`src/rtl/mul_div_unit_pkg.sv`:
```
// mul_div_unit_pkg: shared CPU encodings for the multiply/divide unit.
package mul_div_unit_pkg;
  typedef enum logic [1:0] {
    MDU_MULTU = 2'b00,
    MDU_MULT  = 2'b01,
    MDU_DIVU  = 2'b10,
    MDU_DIV   = 2'b11
  } mdu_op_e;
  typedef enum logic [1:0] {
    IDLE = 2'b00,
    CALC = 2'b01,
    FIX  = 2'b10,
    DONE = 2'b11
  } mdu_state_e;
endpackage

```
`src/rtl/mul_div_unit_mux2.sv`:
```
// mul_div_unit_mux2: generic W-bit 2:1 mux.
module mul_div_unit_mux2 #(
  parameter int W = 32
) (
  input  logic         sel,
  input  logic [W-1:0] d0,
  input  logic [W-1:0] d1,
  output logic [W-1:0] y
);
  assign y = sel ? d1 : d0;
endmodule

```
`src/rtl/mul_div_unit.sv`:
```
// mul_div_unit: iterative MULT/MULTU/DIV/DIVU into HI/LO, one bit per cycle.
module mul_div_unit
  import mul_div_unit_pkg::*;
#(
  parameter int N = 32
) (
  input  logic         clk,
  input  logic         rst_n,
  input  logic         start,
  input  logic [1:0]   op,
  input  logic [N-1:0] a,
  input  logic [N-1:0] b,
  output logic         busy,
  output logic         done,
  output logic [N-1:0] hi,
  output logic [N-1:0] lo,
  output logic         div_zero
);
  localparam int CW = $clog2(N);
  mdu_state_e     state, state_n;
  logic [2*N-1:0] acc, neg_prod;
  logic [N-1:0]   rem, opb, abs_a, abs_b;
  logic [N-1:0]   hi_raw, hi_neg, hi_fix, lo_fix;
  logic [CW-1:0]  cnt;
  logic           sign_q, sign_r, div_q, div0_q;
  logic           accept, signed_in, div_in, div0_in, hi_sel, borrow;
  logic [N:0]     mul_sum, div_sh;
  logic [N+1:0]   div_tr;
  always_comb begin
    accept    = (state == IDLE) && start;
    signed_in = (op == MDU_MULT) || (op == MDU_DIV);
    div_in    = (op == MDU_DIVU) || (op == MDU_DIV);
    div0_in   = div_in && (b == '0);
    abs_a     = (signed_in && a[N-1]) ? -a : a;
    abs_b     = (signed_in && b[N-1]) ? -b : b;
    mul_sum   = {1'b0, acc[2*N-1:N]} + {1'b0, acc[0] ? opb : {N{1'b0}}};
    div_sh    = {rem, acc[N-1]};
    div_tr    = {1'b0, div_sh} - {2'b0, opb};
    borrow    = div_tr[N+1];
    neg_prod  = -acc;
    hi_raw    = div_q ? rem : acc[2*N-1:N];
    hi_neg    = div_q ? -rem : neg_prod[2*N-1:N];
    hi_sel    = div_q ? sign_r : sign_q;
    state_n   = state == IDLE ? (start ? (div0_in ? FIX : CALC) : IDLE) :
                state == CALC ? (cnt == '0 ? FIX : CALC) :
                state == FIX  ? DONE : IDLE;
  end
  // the low half of the negated product equals the negated quotient, so one source serves both
  mul_div_unit_mux2 #(.W(N)) u_hi_mux (.sel(hi_sel), .d0(hi_raw), .d1(hi_neg), .y(hi_fix));
  mul_div_unit_mux2 #(.W(N)) u_lo_mux (.sel(sign_q), .d0(acc[N-1:0]), .d1(neg_prod[N-1:0]), .y(lo_fix));
  always_ff @(posedge clk or negedge rst_n) begin
    if (!rst_n) begin
      state    <= IDLE;
      acc      <= '0;
      rem      <= '0;
      opb      <= '0;
      cnt      <= '0;
      sign_q   <= 1'b0;
      sign_r   <= 1'b0;
      div_q    <= 1'b0;
      div0_q   <= 1'b0;
      hi       <= '0;
      lo       <= '0;
      div_zero <= 1'b0;
    end else begin
      state <= state_n;
      if (accept) begin
        // divide-by-zero preloads the raw dividend and all-ones so FIX passes them through
        acc      <= {{N{1'b0}}, div0_in ? {N{1'b1}} : abs_a};
        rem      <= div0_in ? a : '0;
        opb      <= abs_b;
        cnt      <= CW'(N - 1);
        sign_q   <= signed_in && (a[N-1] ^ b[N-1]) && !div0_in;
        sign_r   <= signed_in && a[N-1] && !div0_in;
        div_q    <= div_in;
        div0_q   <= div0_in;
        div_zero <= 1'b0;
      end else if (state == CALC) begin
        cnt <= cnt - 1'b1;
        if (div_q) begin
          rem          <= borrow ? div_sh[N-1:0] : div_tr[N-1:0];
          acc[N-1:0]   <= {acc[N-2:0], ~borrow};
        end else begin
          acc <= {mul_sum, acc[N-1:1]};
        end
      end else if (state == FIX) begin
        hi       <= hi_fix;
        lo       <= lo_fix;
        div_zero <= div0_q;
      end
    end
  end
  assign busy = state != IDLE;
  assign done = state == DONE;
endmodule

```
`config.mk`:
```
export PLATFORM = sky130hd
export DESIGN_NAME = mul_div_unit
export DESIGN_NICKNAME = d
export VERILOG_FILES = /design/src/rtl/mul_div_unit_pkg.sv /design/src/rtl/mul_div_unit_mux2.sv /design/src/rtl/mul_div_unit.sv
export SDC_FILE = /design/constraint.sdc
export NUM_CORES = 1
export LEC_CHECK = 0
export ABC_AREA = 1
export BUFFER_PORTS_ARGS = -buffer_cell sky130_fd_sc_hd__buf_2
export CORE_AREA = 3 3 158 314
export DETAILED_ROUTE_END_ITERATION = 8
export DIE_AREA = 0 0 161 317
export PLACE_DENSITY = 0.52
export REMOVE_ABC_BUFFERS = 1
export SETUP_SLACK_MARGIN = 0.4
export SLEW_MARGIN = 20
export SYNTH_ARGS = -nofsm -noshare
export SYNTH_HDL_FRONTEND = slang
export SYNTH_SLANG_ARGS = --single-unit
```
`constraint.sdc`:
```
create_clock -name clk -period 2.8 [get_ports clk]
set_clock_uncertainty 0.2 [all_clocks]
set_input_delay 0.28 -clock clk [delete_from_list [all_inputs] [get_ports clk]]
set_output_delay 0.28 -clock clk [all_outputs]
set_load 0.005 [all_outputs]
```
==> metrics.cfg <==
[run_status]
status = finished, final reports clean

[clocking]
insertion_delay_ns = 0.56
clock-root-buffer = clkbuf_16
clockBufferDepth = 3
numCtsBuffers = 23
clk_pin_slew_ns = 0.06
htree_levels = 1
cts_sinks = 204
cts_tree = yes

[synth]
ys_seq_elements = 204
async_reset_ff_share_pct = 100
netlist_instances = 3053
netlist-cell-type-count = 60
syn_area_per_cell_um2 = 6.21
yosys-top-cells-count = nand2_1 (880), inv_1 (398), nor2_1 (337)
syn_area_um2 = 19000
synth_edf_count = 0
yosysMostFrequentCell = nand2_1
yosysSeqAreaShare_pct = 26.9
yosysTopAreaCell = dfrtp_1
yosys-top-cells-area = dfrtp_1 (27%), nand2_1 (17%), inv_1 (7.9%), nand3_1 (7.4%), nor2_1 (6.7%)
synth_top_area_share_pct = 26.9
yosysWarnings = 0
ys.flop_type = dfrtp_1

[sta]
rsz0062_at_grt = yes
hold_violations = 0
slew-limit-headroom_pct = 40.9
tns_ns = 0
worstMarginPinSlew_ns = 0.878
fin_crit_sh_pct = 92.8
fin_crit_ns = 2.60
fmaxAchievable_ghz = 0.385
final-setup-viol-count = 0
slew_violations = 0

[floorplan]
start_util_pct = 39.9
rows = 113
die_area_um2 = 51000
io_pins = 136
die_h_um = 317
coreArea_um2 = 47500
dieWidth_um = 161

[global_routing]
grt_overflow = 0
grt_max_degree = 87
grt-busiest-layer = met2
grt_use_total_pct = 36.2
grt_pass1_vias = 22500
antenna_found_initial = 1
grt_util_met3_pct = 3.49
grtUsageMet1_pct = 36.0
gr-usage-met2_pct = 64.9
grt_pass1_wl_mm = 138

[final_layout]
drive_gt1_share_pct = 23.2
antennaDiodeCount = 0
fin_cells = 4082
nets = 3575
area_growth_pct = 33.1

[worst_setup_path]
cp.required_ns = 3.04
worst_setup_path_end_kind = flip-flop
critPathKind = flip-flop to flip-flop
worstPathArrival_ns = 2.83
crit_fanout = 7
critPathLaunchType = flip-flop

[flow_run]
drv_cap = 0

[power]
p_leak_nw = 12.3
p_total_mw = 34.7
ir_worst_vdd_mv = 0.662
power_density_nw_per_um2 = 1370

[detailed_routing]
routed_wl_mm = 95.9
wl_per_cell_um = 23.5
firstDrtPassIters = 5
remaining_drc_errors = 0
first_iter_violations = 1791
vias_per_cell = 5.58
final_antenna_net_count = 0
via_count = 22800

[place]
finalWeightedCongestion = 1.11
dp_hpwl_mm = 76.8
io_buffers = 135
place_inst = 3911

[min_path]
hp-class = input pin to flip-flop

-- final timing paths --
| path | start | endpoint | slack (ns) | depth (start not counted) |
|---|---|---|---|---|
| max | acc[0] | lo[23] | 0.20 | 13 |
| min | b[0] | opb[0] | 0.04 | 4 |
| max reg2reg | acc[0] | lo[23] | 0.20 | 13 |
| min reg2reg | lo[11] | lo[11] | 0.28 | 2 |
| max in group asynchronous | rst_n | rem[10] | 1.62 | 3 |
| min in group asynchronous | rst_n | lo[6] | 0.06 | 2 |
-- where the power goes --
part | internal, mW | switching, mW | leakage (nW)
clock network | 1.77 | 1.40 | 0.364
registers | 4.41 | 1.82 | 2.55
logic | 9.68 | 15.6 | 9.39
total | 15.9 | 18.8 | 12.3
-- critical path, stage by stage (launching register included) --
cell     delay, ns
dfrtp_2       0.41
buf_12        0.15
buf_6         0.16
inv_8         0.08
nand3_4       0.09
buf_4         0.16
nor2_4        0.22
nand3_4       0.14
buf_4         0.16
inv_1         0.11
nand2_1       0.13
o21ai_0       0.21
xor2_1        0.17
o21ai_0       0.09
-- kinds of logic (layout without fill, tap and decap cells) --
family	after synthesis	count (layout)	synth area share, %
fa+ha+maj	72	72	4.83
flops	204	204	26.9
buf+inv	507	904	10.6
simple gates	1670	1670	37.8
xor+xnor	94	94	4.34
compound gates	506	506	15.6
-- cell type report --
class | instances | area (um2)
fill | 4874 | 22300
multi-input combinational | 2342 | 13400
sequential | 204 | 5120
timing repair buffer | 454 | 3570
inverter | 409 | 1570
tap | 632 | 791
clock buffer | 34 | 677
clock inverter | 7 | 76.3
-- per-layer routing --
layer | wire [um] | vias up | share of wire (%)
met5 | 14 | - | 0.015
met4 | 11800 | 2 | 12
met3 | 4510 | 392 | 4.7
met2 | 47900 | 980 | 50
met1 | 31600 | 10700 | 33
li1 | - | 10700 | -
-- placed cells by master (no fill, tap or decap), types with 29 or more instances in the layout --
cell / netlist / final
nor2_1: 337 / 295
buf_2: 27 / 134
nand3_1: 281 / 265
o21ai_0: 182 / 153
inv_1: 398 / 368
o21ai_1: 11 / 30
nand4_1: 55 / 55
dfrtp_1: 204 / 190
nor2_4: 10 / 29
nor2_2: 13 / 36
buf_4: 3 / 216
nand2_1: 880 / 814
a21oi_1: 156 / 121
xor2_1: 73 / 73
ha_4: 0 / 50
nor3_1: 38 / 33
a21oi_2: 41 / 68
nand2_2: 5 / 45
dlygate4sd3_1: 0 / 70
-- sequential cells by signal (all words and copies together) (netlist names), 2 cells and up --
signal	flops
acc	64
cnt	5
hi	32
lo	32
opb	32
rem	32
state	2
-- through the flow --
step	util (%)	setup WS (ns)	hold WS (ns)	cell area, um2
floorplan	-	-1.51	-0.216	18500
global placement	45.3	-0.128	0.0590	21500
detailed placement	45.3	-0.0694	0.0598	21500
CTS	50.2	0.223	0.00291	23800
global route	53.1	0.114	0.0444	25200
finish	53.1	0.203	0.0361	25200
-- timing repair --
item | in CTS | in global routing
hold buffers | 70 | 0
gates resized for setup | 151 | 259
cloned | 3 | 3
endpoints found under the hold margin | 276 | 0
buffers inserted | 22 | 32
pin swaps | 14 | 56
setup endpoints to repair | 99 | 121
Power figures use the tool's default switching activity.
